`src/rtl/atm_pkg.sv`:
```
// Shared encodings for the ATM bank responder: request opcodes, response
// status codes and the responder FSM state type.
package atm_pkg;

    localparam logic [2:0] OP_VERIFY   = 3'd0;
    localparam logic [2:0] OP_WITHDRAW = 3'd1;
    localparam logic [2:0] OP_DEPOSIT  = 3'd2;
    localparam logic [2:0] OP_BALANCE  = 3'd3;
    localparam logic [2:0] OP_END      = 3'd4;

    typedef enum logic [2:0] {
        RS_OK       = 3'd0,
        RS_BAD_PIN  = 3'd1,
        RS_LOCKED   = 3'd2,
        RS_NO_FUNDS = 3'd3,
        RS_OVERFLOW = 3'd4,
        RS_NOT_AUTH = 3'd5,
        RS_LIMIT    = 3'd6,
        RS_BAD_OP   = 3'd7
    } status_e;

    typedef enum logic [1:0] {
        ST_IDLE = 2'd0,
        ST_EXEC = 2'd1,
        ST_RESP = 2'd2
    } state_e;

endpackage

```
`src/rtl/atm_bank_responder_if.sv`:
```
// Request/response handshake bundle between the ATM controller (master)
// and the account responder (slave).
interface atm_bank_responder_if #(
    parameter int ACCT_W = 2,
    parameter int BAL_W  = 16,
    parameter int PIN_W  = 16
);
    logic              req_valid;
    logic              req_ready;
    logic [2:0]        req_op;
    logic [ACCT_W-1:0] req_acct;
    logic [PIN_W-1:0]  req_pin;
    logic [BAL_W-1:0]  req_amount;
    logic              rsp_valid;
    logic              rsp_ready;
    logic [2:0]        rsp_status;
    logic [BAL_W-1:0]  rsp_balance;

    modport master (
        output req_valid, req_op, req_acct, req_pin, req_amount, rsp_ready,
        input  req_ready, rsp_valid, rsp_status, rsp_balance
    );

    modport slave (
        input  req_valid, req_op, req_acct, req_pin, req_amount, rsp_ready,
        output req_ready, rsp_valid, rsp_status, rsp_balance
    );
endinterface

```
`src/rtl/atm_acct_bank.sv`:
```
// Per-account balance, PIN, fail-counter and lock storage. Provisioning
// writes take priority over transaction updates to the same account.
module atm_acct_bank #(
    parameter int NUM_ACCT = 4,
    parameter int BAL_W    = 16,
    parameter int PIN_W    = 16,
    parameter int ACCT_W   = $clog2(NUM_ACCT)
) (
    input  logic              clk,
    input  logic              rst,
    input  logic              cfg_we,
    input  logic [ACCT_W-1:0] cfg_acct,
    input  logic [PIN_W-1:0]  cfg_pin,
    input  logic [BAL_W-1:0]  cfg_bal,
    input  logic              upd_we,
    input  logic [ACCT_W-1:0] upd_acct,
    input  logic [BAL_W-1:0]  upd_bal,
    input  logic [2:0]        upd_fail,
    input  logic              upd_lock,
    input  logic [ACCT_W-1:0] rd_acct,
    output logic [BAL_W-1:0]  rd_bal,
    output logic [PIN_W-1:0]  rd_pin,
    output logic [2:0]        rd_fail,
    output logic              rd_lock
);
    logic [BAL_W-1:0] bal_q  [NUM_ACCT];
    logic [PIN_W-1:0] pin_q  [NUM_ACCT];
    logic [2:0]       fail_q [NUM_ACCT];
    logic             lock_q [NUM_ACCT];

    always_ff @(posedge clk or negedge rst) begin
        if (!rst) begin
            for (int i = 0; i < NUM_ACCT; i++) begin
                bal_q[i]  <= '0;
                pin_q[i]  <= '0;
                fail_q[i] <= '0;
                lock_q[i] <= 1'b0;
            end
        end else begin
            if (upd_we) begin
                bal_q[upd_acct]  <= upd_bal;
                fail_q[upd_acct] <= upd_fail;
                lock_q[upd_acct] <= upd_lock;
            end
            // Later assignment wins when both ports hit the same account.
            if (cfg_we) begin
                bal_q[cfg_acct]  <= cfg_bal;
                pin_q[cfg_acct]  <= cfg_pin;
                fail_q[cfg_acct] <= '0;
                lock_q[cfg_acct] <= 1'b0;
            end
        end
    end

    assign rd_bal  = bal_q[rd_acct];
    assign rd_pin  = pin_q[rd_acct];
    assign rd_fail = fail_q[rd_acct];
    assign rd_lock = lock_q[rd_acct];
endmodule

```
`src/rtl/atm_bank_responder.sv`:
```
// Account-side responder: executes VERIFY/WITHDRAW/DEPOSIT/BALANCE/END
// requests against the account bank. Define ATM_RESP_LIMIT_EN for the
// per-session withdraw ceiling.
module atm_bank_responder
    import atm_pkg::*;
#(
    parameter int               NUM_ACCT  = 4,
    parameter int               BAL_W     = 16,
    parameter int               PIN_W     = 16,
    parameter int               MAX_TRIES = 3,
    parameter logic [BAL_W-1:0] WD_LIMIT  = 16'd1000,
    parameter int               ACCT_W    = $clog2(NUM_ACCT)
) (
    input  logic              clk,
    input  logic              rst,
    input  logic              cfg_we,
    input  logic [ACCT_W-1:0] cfg_acct,
    input  logic [PIN_W-1:0]  cfg_pin,
    input  logic [BAL_W-1:0]  cfg_bal,
    atm_bank_responder_if.slave bus
);
    state_e            state;
    logic [2:0]        lat_op;
    logic [ACCT_W-1:0] lat_acct;
    logic [PIN_W-1:0]  lat_pin;
    logic [BAL_W-1:0]  lat_amt;
    logic              sess_valid;
    logic [ACCT_W-1:0] sess_acct;

    logic [BAL_W-1:0]  rd_bal;
    logic [PIN_W-1:0]  rd_pin;
    logic [2:0]        rd_fail;
    logic              rd_lock;

    status_e           ex_status;
    logic [BAL_W-1:0]  ex_bal;
    logic              upd_we;
    logic [BAL_W-1:0]  upd_bal;
    logic [2:0]        upd_fail;
    logic              upd_lock;
    logic              sess_set;
    logic              sess_clr;
    logic              authorized;
    logic [BAL_W:0]    dep_sum;
    logic [2:0]        fail_nxt;
    logic              cfg_hits_sess;

`ifdef ATM_RESP_LIMIT_EN
    logic [BAL_W:0]    wd_total;
    logic [BAL_W+1:0]  wd_sum;
    logic              over_lim;
    logic              wd_add;

    assign wd_sum   = {1'b0, wd_total} + (BAL_W+2)'(lat_amt);
    assign over_lim = wd_sum > (BAL_W+2)'(WD_LIMIT);
`else
    logic unused_wd_limit;
    assign unused_wd_limit = ^WD_LIMIT;
`endif

    atm_acct_bank #(
        .NUM_ACCT (NUM_ACCT),
        .BAL_W    (BAL_W),
        .PIN_W    (PIN_W),
        .ACCT_W   (ACCT_W)
    ) u_bank (
        .clk      (clk),
        .rst      (rst),
        .cfg_we   (cfg_we),
        .cfg_acct (cfg_acct),
        .cfg_pin  (cfg_pin),
        .cfg_bal  (cfg_bal),
        .upd_we   (upd_we && (state == ST_EXEC)),
        .upd_acct (lat_acct),
        .upd_bal  (upd_bal),
        .upd_fail (upd_fail),
        .upd_lock (upd_lock),
        .rd_acct  (lat_acct),
        .rd_bal   (rd_bal),
        .rd_pin   (rd_pin),
        .rd_fail  (rd_fail),
        .rd_lock  (rd_lock)
    );

    assign bus.req_ready = (state == ST_IDLE) && !cfg_we;
    assign authorized    = sess_valid && (sess_acct == lat_acct);
    assign dep_sum       = {1'b0, rd_bal} + {1'b0, lat_amt};
    assign fail_nxt      = (rd_fail >= 3'(MAX_TRIES)) ? rd_fail : rd_fail + 3'd1;

    always_comb begin
        ex_status = RS_OK;
        ex_bal    = '0;
        upd_we    = 1'b0;
        upd_bal   = rd_bal;
        upd_fail  = rd_fail;
        upd_lock  = rd_lock;
        sess_set  = 1'b0;
        sess_clr  = 1'b0;
`ifdef ATM_RESP_LIMIT_EN
        wd_add    = 1'b0;
`endif
        case (lat_op)
            OP_VERIFY: begin
                if (rd_lock) begin
                    ex_status = RS_LOCKED;
                end else if (lat_pin == rd_pin) begin
                    ex_bal   = rd_bal;
                    upd_we   = 1'b1;
                    upd_fail = '0;
                    sess_set = 1'b1;
                end else begin
                    ex_status = RS_BAD_PIN;
                    upd_we    = 1'b1;
                    upd_fail  = fail_nxt;
                    upd_lock  = (fail_nxt == 3'(MAX_TRIES));
                    sess_clr  = 1'b1;
                end
            end
            OP_WITHDRAW: begin
                if (!authorized) begin
                    ex_status = RS_NOT_AUTH;
                end
`ifdef ATM_RESP_LIMIT_EN
                else if (over_lim) begin
                    ex_status = RS_LIMIT;
                    ex_bal    = rd_bal;
                end
`endif
                else if (lat_amt > rd_bal) begin
                    ex_status = RS_NO_FUNDS;
                    ex_bal    = rd_bal;
                end else begin
                    upd_we  = 1'b1;
                    upd_bal = rd_bal - lat_amt;
                    ex_bal  = rd_bal - lat_amt;
`ifdef ATM_RESP_LIMIT_EN
                    wd_add  = 1'b1;
`endif
                end
            end
            OP_DEPOSIT: begin
                if (!authorized) begin
                    ex_status = RS_NOT_AUTH;
                end else if (dep_sum[BAL_W]) begin
                    ex_status = RS_OVERFLOW;
                    ex_bal    = rd_bal;
                end else begin
                    upd_we  = 1'b1;
                    upd_bal = dep_sum[BAL_W-1:0];
                    ex_bal  = dep_sum[BAL_W-1:0];
                end
            end
            OP_BALANCE: begin
                if (!authorized) begin
                    ex_status = RS_NOT_AUTH;
                end else begin
                    ex_bal = rd_bal;
                end
            end
            OP_END: begin
                sess_clr = 1'b1;
            end
            default: begin
                ex_status = RS_BAD_OP;
            end
        endcase
    end

    // Provisioning kills a session on the account it rewrites, including one
    // being opened by a VERIFY in the same cycle.
    assign cfg_hits_sess = cfg_we &&
        (((state == ST_EXEC) && sess_set) ? (cfg_acct == lat_acct) : (cfg_acct == sess_acct));

    always_ff @(posedge clk or negedge rst) begin
        if (!rst) begin
            state           <= ST_IDLE;
            lat_op          <= '0;
            lat_acct        <= '0;
            lat_pin         <= '0;
            lat_amt         <= '0;
            sess_valid      <= 1'b0;
            sess_acct       <= '0;
            bus.rsp_valid   <= 1'b0;
            bus.rsp_status  <= '0;
            bus.rsp_balance <= '0;
`ifdef ATM_RESP_LIMIT_EN
            wd_total        <= '0;
`endif
        end else begin
            case (state)
                ST_IDLE: begin
                    if (bus.req_valid && bus.req_ready) begin
                        lat_op   <= bus.req_op;
                        lat_acct <= bus.req_acct;
                        lat_pin  <= bus.req_pin;
                        lat_amt  <= bus.req_amount;
                        state    <= ST_EXEC;
                    end
                end
                ST_EXEC: begin
                    bus.rsp_status  <= ex_status;
                    bus.rsp_balance <= ex_bal;
                    bus.rsp_valid   <= 1'b1;
                    state           <= ST_RESP;
                    if (sess_set) begin
                        sess_valid <= 1'b1;
                        sess_acct  <= lat_acct;
                    end
                    if (sess_clr) begin
                        sess_valid <= 1'b0;
                    end
`ifdef ATM_RESP_LIMIT_EN
                    if (sess_set || sess_clr) begin
                        wd_total <= '0;
                    end else if (wd_add) begin
                        wd_total <= wd_sum[BAL_W:0];
                    end
`endif
                end
                ST_RESP: begin
                    if (bus.rsp_ready) begin
                        bus.rsp_valid <= 1'b0;
                        state         <= ST_IDLE;
                    end
                end
                default: state <= ST_IDLE;
            endcase
            if (cfg_hits_sess) begin
                sess_valid <= 1'b0;
`ifdef ATM_RESP_LIMIT_EN
                wd_total   <= '0;
`endif
            end
        end
    end
endmodule

```
`src/flat_wrapper.sv`:
```
// flat-port wrapper written by rule: the top's interface ports become plain ports
module atm_bank_responder_flat import atm_pkg::*;
#(
    parameter int               NUM_ACCT  = 4,
    parameter int               BAL_W     = 16,
    parameter int               PIN_W     = 16,
    parameter int               MAX_TRIES = 3,
    parameter logic [BAL_W-1:0] WD_LIMIT  = 16'd1000,
    parameter int               ACCT_W    = $clog2(NUM_ACCT)
)
  (clk, rst, cfg_we, cfg_acct, cfg_pin, cfg_bal, bus_req_valid, bus_req_op, bus_req_acct, bus_req_pin, bus_req_amount, bus_rsp_ready, bus_req_ready, bus_rsp_valid, bus_rsp_status, bus_rsp_balance);
  atm_bank_responder_if #(.ACCT_W(ACCT_W), .BAL_W(BAL_W), .PIN_W(PIN_W)) bus_i ();
  input  logic clk;
  input  logic rst;
  input  logic cfg_we;
  input  logic [ACCT_W-1:0] cfg_acct;
  input  logic [PIN_W-1:0] cfg_pin;
  input  logic [BAL_W-1:0] cfg_bal;
  input wire logic [$bits(bus_i.req_valid)-1:0] bus_req_valid;
  input wire logic [$bits(bus_i.req_op)-1:0] bus_req_op;
  input wire logic [$bits(bus_i.req_acct)-1:0] bus_req_acct;
  input wire logic [$bits(bus_i.req_pin)-1:0] bus_req_pin;
  input wire logic [$bits(bus_i.req_amount)-1:0] bus_req_amount;
  input wire logic [$bits(bus_i.rsp_ready)-1:0] bus_rsp_ready;
  output wire logic [$bits(bus_i.req_ready)-1:0] bus_req_ready;
  output wire logic [$bits(bus_i.rsp_valid)-1:0] bus_rsp_valid;
  output wire logic [$bits(bus_i.rsp_status)-1:0] bus_rsp_status;
  output wire logic [$bits(bus_i.rsp_balance)-1:0] bus_rsp_balance;
  assign bus_i.req_valid = bus_req_valid;
  assign bus_i.req_op = bus_req_op;
  assign bus_i.req_acct = bus_req_acct;
  assign bus_i.req_pin = bus_req_pin;
  assign bus_i.req_amount = bus_req_amount;
  assign bus_i.rsp_ready = bus_rsp_ready;
  assign bus_req_ready = bus_i.req_ready;
  assign bus_rsp_valid = bus_i.rsp_valid;
  assign bus_rsp_status = bus_i.rsp_status;
  assign bus_rsp_balance = bus_i.rsp_balance;
  atm_bank_responder #(.NUM_ACCT(NUM_ACCT), .BAL_W(BAL_W), .PIN_W(PIN_W), .MAX_TRIES(MAX_TRIES), .WD_LIMIT(WD_LIMIT), .ACCT_W(ACCT_W)) u_core (.clk(clk), .rst(rst), .cfg_we(cfg_we), .cfg_acct(cfg_acct), .cfg_pin(cfg_pin), .cfg_bal(cfg_bal), .bus(bus_i));
endmodule
```
`config.mk`:
```
export PLATFORM = sky130hd
export DESIGN_NAME = atm_bank_responder_flat
export DESIGN_NICKNAME = d
export VERILOG_FILES = /design/src/rtl/atm_pkg.sv /design/src/rtl/atm_bank_responder_if.sv /design/src/rtl/atm_acct_bank.sv /design/src/rtl/atm_bank_responder.sv /design/src/flat_wrapper.sv
export SDC_FILE = /design/constraint.sdc
export NUM_CORES = 1
export LEC_CHECK = 0
export ABC_AREA = 1
export ABC_CLOCK_PERIOD_IN_PS = 3700
export CAP_MARGIN = 0
export CORE_UTILIZATION = 40
export CTS_CLUSTER_SIZE = 12
export DETAILED_ROUTE_END_ITERATION = 12
export DONT_BUFFER_PORTS = 1
export HOLD_SLACK_MARGIN = 0.02
export PLACE_DENSITY_LB_ADDON = 0.2
export SLEW_MARGIN = 10
export SYNTH_ARGS = -nofsm -noshare
export SYNTH_HDL_FRONTEND = slang
export SYNTH_SLANG_ARGS = --single-unit
export TNS_END_PERCENT = 20
```
`constraint.sdc`:
```
create_clock -name clk -period 3.7 [get_ports clk]
set_input_delay 0.555 -clock clk [delete_from_list [all_inputs] [get_ports clk]]
set_output_delay 0.555 -clock clk [all_outputs]
set_load 0.03 [all_outputs]
```
## Word level (Yosys, flattened, before mapping)

Index checks and enable logic that the tools add are counted.

| storage, ports and cells | value |
|---|---|
| memories kept | 0 |
| word-level logic and storage cells | 156 |
| ROM bits | 0 |
| bits in registers | 206 |
| input bits | 76 |
| RAM bits | 0 |
| bits in latches | 0 |

| operators by class | value |
|---|---|
| reductions and logical operators | 19 |
| equal/unequal tests | 13 |
| multipliers | 0 |
| multiplexer cells | 83 |
| bitwise logic cells | 6 |
| shift operators | 0 |
| add/subtract/negate cells | 3 |
| magnitude comparators | 6 |
| div/mod/pow operators | 0 |

Operator list:

| operator | number |
|---|---|
| $mux W16 | 15 |
| $bwmux W64 | 3 |
| $mux W64 | 2 |
| $bmux W16 S2 | 2 |
| $demux W16 S2 | 2 |
| $pmux W16 S4 | 1 |
| $mux W3 | 13 |
| $pmux W16 S2 | 1 |
| $mux W1 | 24 |
| $mux W12 | 2 |
| $add A16 B16 Y17 | 1 |
| $eq A16 B16 Y1 | 1 |
| $gt A16 B16 Y1 | 1 |
| $sub A16 B16 Y16 | 1 |
| $pmux W3 S5 | 1 |
| $and A12 B12 Y12 | 1 |
| $bwmux W12 | 1 |
| $demux W3 S2 | 2 |
| $not A12 Y12 | 1 |
| $reduce_and A2 Y1 | 5 |
| $eq A3 B2 Y1 const B | 3 |
| $logic_and A1 B1 Y1 | 8 |
| $mux W4 | 2 |
| $bmux W3 S2 | 1 |
| 25 further kinds | 36 |

## Longest topological paths before layout

| logic depth | value |
|---|---|
| word-level depth | 14 |
| mapped depth | 27 |
| gate-level depth less buffers | 24 |

## Hierarchy

From an unflattened synthesis, not the netlist that was laid out.

| second synthesis, totals | value |
|---|---|
| cell total of the unflattened synthesis | 1,915 |
| area total of the unflattened synthesis | 13,131.3 um2 |

Modules (own cells, without submodules):

| module | times used | cells each | area an instance (um2) |
|---|---|---|---|
| atm_acct_bank | 1 | 1,018 | 7,352.1 |
| atm_bank_responder | 1 | 897 | 5,779.3 |

## Least setup slack after synthesis

OpenSTA, ideal clock, no wires.

| timing | value |
|---|---|
| path kind | flip-flop to flip-flop |
| start point | register u_core.lat_acct[0] |
| end point | register u_core.u_bank.bal_q[45] (netlist name) |
| period minus slack after synthesis | 3.441 ns |
| cell stages (with the launch flop) | 25 |
| data arrival time | 3.319 ns |
| data required time | 3.578 ns |
| setup time | 0.122 ns |
| slack | 0.259 ns |
| path through | dfrtp_1 -> buf_6 -> buf_6 -> nand2_2 -> inv_2 -> buf_2 -> a221oi_1 -> inv_1 -> ha_1 -> buf_2 -> inv_1 -> o21ai_0 -> a21oi_1 -> nand2_1 -> nand2_1 -> nand2_2 -> nand2_1 -> o21ai_1 -> nand2_2 -> nand2_4 -> nand3_2 -> buf_4 -> buf_6 -> a21oi_2 -> a21oi_1 |

| on the way | value |
|---|---|
| longest elaborated chain between the ends | 12 |

RTL lines:

| item | RTL line | RTL |
|---|---|---|
| start, declared | atm_bank_responder.sv:24 | `logic [ACCT_W-1:0] lat_acct;` |
| start signal, assigned | atm_bank_responder.sv:194 | `lat_acct <= bus.req_acct;` |
| $not A2 Y3 (not written as such) | atm_acct_bank.sv:41, atm_acct_bank.sv:55, atm_acct_bank.sv:58 |  |
| $bmux W16 S2 | atm_acct_bank.sv:55 | `assign rd_bal = bal_q[rd_acct];` |
| $mux W16 (not written as such) (2 in series) | atm_acct_bank.sv:55 |  |
| $add A16 B16 Y17 (tied with other cells) | atm_bank_responder.sv:87 | `assign dep_sum = {1'b0, rd_bal} + {1'b0, lat_amt};` |
| $mux W16 (tied with other cells) | atm_bank_responder.sv:144 | `end else if (dep_sum[BAL_W]) begin` |
| $mux W16 (tied with other cells) | atm_bank_responder.sv:142 | `if (!authorized) begin` |
| $pmux W16 S2 / $pmux W1 S3 (equally long branches) | atm_bank_responder.sv:102 | `case (lat_op)` |
| $bwmux W64 / $logic_and A1 B1 Y1 (equally long branches) | atm_acct_bank.sv:41, atm_bank_responder.sv:73 |  |
| $mux W64 (*) | atm_acct_bank.sv:40 | `if (upd_we) begin` |
| $bwmux W64 | atm_acct_bank.sv:47 | `bal_q[cfg_acct] <= cfg_bal;` |
| $mux W64 (*) | atm_acct_bank.sv:46 | `if (cfg_we) begin` |
| end signal, assigned by index | atm_acct_bank.sv:41 | `bal_q[upd_acct] <= upd_bal;` |
| end signal, assigned by index | atm_acct_bank.sv:47 |  |
| end, declared | atm_acct_bank.sv:26 | `logic [BAL_W-1:0] bal_q [NUM_ACCT];` |

Every way passes the cells marked *; elsewhere a longest branch is shown, timed or not. The select of a mux whose other input is x is not followed.
A chain may end at the register's enable or synchronous reset.

## Worst setup path in the final report

| timing | value |
|---|---|
| start point | register u_core.lat_acct[1] |
| end point | register u_core.u_bank.bal_q[33] (netlist name) |

Same word-level chain as after synthesis.

==> flow_summary.json <==
{
  "outcome": "finished, violations left",
  "violations": "hold timing",
  "power_density_nw_per_um2": 759,
  "clk-insertion-delay-late_ns": 0.55,
  "path_clk_slew_ns": 0.06,
  "hold_violations": 206,
  "worstHoldPathType": "in2async",
  "die_x_um": 179,
  "grt_pass1_wl_um": 64100,
  "grt_use_total_pct": 26.1,
  "rsz0062_at_grt": "yes",
  "syn_area_um2": 12500,
  "intPower_mw": 6.63,
  "grt_max_degree": 207,
  "die_h_um": 179,
  "cts_htree_levels": 1,
  "syn_area_per_cell_um2": 7.09,
  "yosys_warnings": 0,
  "pwr-share-seq_pct": 26.2,
  "relSlewSlack_pct": 14.5,
  "leakage_nw": 7.51,
  "ys.flop_type": "dfrtp_1",
  "comb_power_share_pct": 51.7,
  "grt_overflow": 0,
  "worst_hold_slack_ns": -0.280,
  "vias_per_cell": 5.31,
  "synth_area_leaders": "dfrtp_1 (41%), nand2_1 (18%), a21oi_1 (6.2%), o21ai_0 (5.6%), inv_1 (4.4%)",
  "synth.top_cell.area_share_pct": 41.2,
  "vias": 12100,
  "fin_crit_ns": 3.54,
  "synthArstFlopShare_pct": 100,
  "irDropWorstVdd_mv": 0.332,
  "wl_um": 41500,
  "fmax_mhz": 282,
  "core_area_um2": 30700,
  "num-nets-final": 1982,
  "final_max_slew_viol_count": 0,
  "yosysSeqAreaShare_pct": 41.2,
  "dp_hpwl_um": 28900,
  "final_cell_area_um2": 15100,
  "worstPathArrival_ns": 4.02,
  "synth_seq_cells": 206,
  "cts_buffers": 26,
  "initial_core_util_pct": 40.8,
  "nFillCells": 3081,
  "pwr-share-clk_pct": 22.2,
  "cts_root_buf": "clkbuf_16",
  "fin_crit_sh_pct": 95.7,
  "grt_pass1_vias": 11800,
  "seq_area_um2": 5150,
  "ant_nets": 0,
  "cap_violations": 0,
  "io_buffers": 0,
  "cts_buffer_depth": 3,
  "drt_iter0_markers": 1080,
  "p_sw_share_pct": 42.4,
  "path_delay_family": "simple AND/OR/NAND/NOR gates",
  "drive_above_1_share_pct": 16.6,
  "die_area_um2": 32000,
  "dpl-instance-area_um2": 13800,
  "wl_per_cell_um": 18.2,
  "synth_top_cell_by_area": "dfrtp_1",
  "syn-instance-count": 1765,
  "rows": 64,
  "antenna_found_initial": 0,
  "path_common_cell": "nand2_1",
  "drc_errors": 0,
  "multi_input_area_um2": 6630,
  "finClkSkew_ns": 0.0141,
  "synth.distinct_cells": 46,
  "tightest_slew_ns": 1.28,
  "pin_count": 97,
  "crit_path_top_delay_cell": "dfrtp_1",
  "path_buf_inv": 6,
  "path_cells": "inv_2 -> buf_4 -> nor2_4 -> buf_12 -> nand2_1 -> nand4_1 -> inv_1 -> fa_1 -> o21ai_2 -> nand3_1 -> nand2_1 -> nand2_1 -> nand2_2 -> nand2_1 -> o21ai_1 -> nand2_2 -> nand2_4 -> nand3_4 -> inv_4 -> clkbuf_16 -> nand2_1 -> a21oi_1",
  "diodes": 0,
  "synthToLayoutAreaGrowth_pct": 21.0,
  "cp.required_ns": 4.18,
  "gp_congestion": 0.932,
  "syn_nets": 1880,
  "fin_tns_setup_ns": 0,
  "critPathMaxStageDelay_ns": 0.44,
  "critPathKind": "reg2reg",
  "setup_viol": 0,
  "startpoint_type": "flop",
  "synth-edff-count": 0,
  "cp_max_fo": 12,
  "p_switching_mw": 4.87,
  "first_pass_iters": 5,
  "cts_tree": "done",
  "worst_setup_path_end_kind": "flop",
  "cts_sinks": 206
}
cells in the mapped netlist, types with 3 or more instances:
master,instances
nand2_2,7
a22o_1,3
and2_1,4
xor2_1,17
nor3_1,11
o21ai_0,140
clkinv_1,7
a21oi_2,10
nand3_2,4
nand3b_1,3
o21bai_1,4
clkbuf_1,38
nand4_1,10
buf_1,4
o21a_1,3
inv_2,16
a22oi_1,21
dfrtp_1,206
buf_4,7
nand2_1,602
o22ai_1,3
buf_2,23
nand3_1,86
a221oi_1,4
o21ai_1,17
xnor2_1,4
buf_6,8
ha_1,37
inv_1,148
nor2_1,139
a21oi_1,155
a21o_1,4
worst reg2reg max path, cell delays in order (launching register included):
cell and delay (ns):
dfrtp_1 0.44, inv_2 0.09, buf_4 0.14, nor2_4 0.15, buf_12 0.17, nand2_1 0.06, nand4_1 0.21, inv_1 0.14
fa_1 0.43, o21ai_2 0.21, nand3_1 0.09, nand2_1 0.09, nand2_1 0.08, nand2_2 0.12, nand2_1 0.06, o21ai_1 0.10
nand2_2 0.09, nand2_4 0.15, nand3_4 0.14, inv_4 0.16, clkbuf_16 0.17, nand2_1 0.06, a21oi_1 0.15
what timing repair did:
action / in CTS / in global routing
pin swaps: 0 / 18
buffers inserted: 1 / 10
endpoints found under the setup margin: 81 / 96
resized for setup: 12 / 87
gates cloned: 0 / 4
endpoints found under the hold margin: 206 / 206
final timing paths:
path	startpoint	to	slack [ns]	depth (start not counted)
max	u_core.lat_acct[1]$_DFFE_PN0P_	u_core.u_bank.bal_q[33]$_DFF_PN0_	0.16	22
min	rst	u_core.lat_amt[8]$_DFFE_PN0P_	-0.28	0
max reg2reg	u_core.lat_acct[1]$_DFFE_PN0P_	u_core.u_bank.bal_q[33]$_DFF_PN0_	0.16	22
min reg2reg	u_core.u_bank.pin_q[25]$_DFFE_PN0P_	u_core.u_bank.pin_q[25]$_DFFE_PN0P_	0.48	2
max in group asynchronous	rst	u_core.u_bank.fail_q[6]$_DFF_PN0_	3.30	0
min in group clk	bus_rsp_ready	u_core.state[1]$_DFFE_PN0P_	0.11	1
layout by cell type, fill, tap and decap left out, types with 5 or more instances in the layout:
cell type,synthesis,layout
clkinv_2,0,5
xor2_1,17,17
clkinv_1,7,6
nor2_2,1,7
nor2_1,139,133
buf_12,0,8
inv_1,148,144
o21ai_0,140,134
nor3_2,2,8
buf_6,8,6
dfrtp_1,206,206
inv_2,16,16
clkbuf_16,0,27
nand3_1,86,84
nand4_1,10,10
buf_4,7,134
ha_1,37,28
a22oi_1,21,21
nand2_1,602,586
a21oi_1,155,148
nand2_2,7,19
clkbuf_8,0,11
o21ai_1,17,19
nand2_4,1,5
a21oi_2,10,16
ha_4,0,7
cells by family (layout without fill, tap and decap cells):
kind of cell             count (synthesis)  count (layout)  share of synthesized area (%)
XOR/XNOR                                21              21                           1.47
flip-flops                             206             206                           41.2
adder cells (fa/ha/maj)                 39              39                           4.02
AO/OA/AOI/OAI                          371             371                           16.4
AND/OR/NAND/NOR                        876             876                           28.4
buffers and inverters                  252             373                           8.50
flip-flops by register name, indices dropped and copies added, names as in the netlist:
register	count
u_core.bus.rsp_balance	16
u_core.bus.rsp_status	3
u_core.bus.rsp_valid	1
u_core.lat_acct	2
u_core.lat_amt	16
u_core.lat_op	3
u_core.lat_pin	16
u_core.sess_acct	2
u_core.sess_valid	1
u_core.state	2
u_core.u_bank.bal_q	64
u_core.u_bank.fail_q	12
u_core.u_bank.lock_q	4
u_core.u_bank.pin_q	64
through the flow:
step	power, mW	std cells	worst slack, ns	utilization, %
final	11.5	2282	0.159	49.4
after floorplan	6.25	1765	0.259	-
after detailed placement	8.45	2220	-0.295	44.8
after global routing	12.3	2282	-0.0460	49.4
after global placement	8.44	2220	-0.308	44.8
after CTS	11.1	2268	0.0176	47.9
cell type report:
| type | instances | share of cell area [%] |
|---|---|---|
| repair inverters | 3 | 0.107 |
| clock buffers | 41 | 5.40 |
| inverters | 172 | 4.45 |
| multi-input cells | 1307 | 43.8 |
| well taps | 396 | 3.27 |
| flip-flops and latches | 206 | 34.0 |
| repair buffers | 151 | 8.51 |
| clock inverters | 6 | 0.413 |
per-layer routing:
layer  vias up  wire (um)  global-route usage, %
li1       5873          -                      -
met1      5824      17800                   33.1
met2       352      19700                   44.8
met3        79       2460                   4.20
met4         0       1520                   8.93
met5         -          0                      0
power groups by stage:
stage               Sequential (mW)  Clock [mW]  Combinational [mW]
floorplan                      2.95           0                3.30
global placement               3.02           0                5.42
detailed placement             3.03           0                5.42
CTS                            3.00        2.60                5.50
global route                   3.06        2.69                6.54
finish                         3.01        2.55                5.94
(Power assumes the default switching activity.)
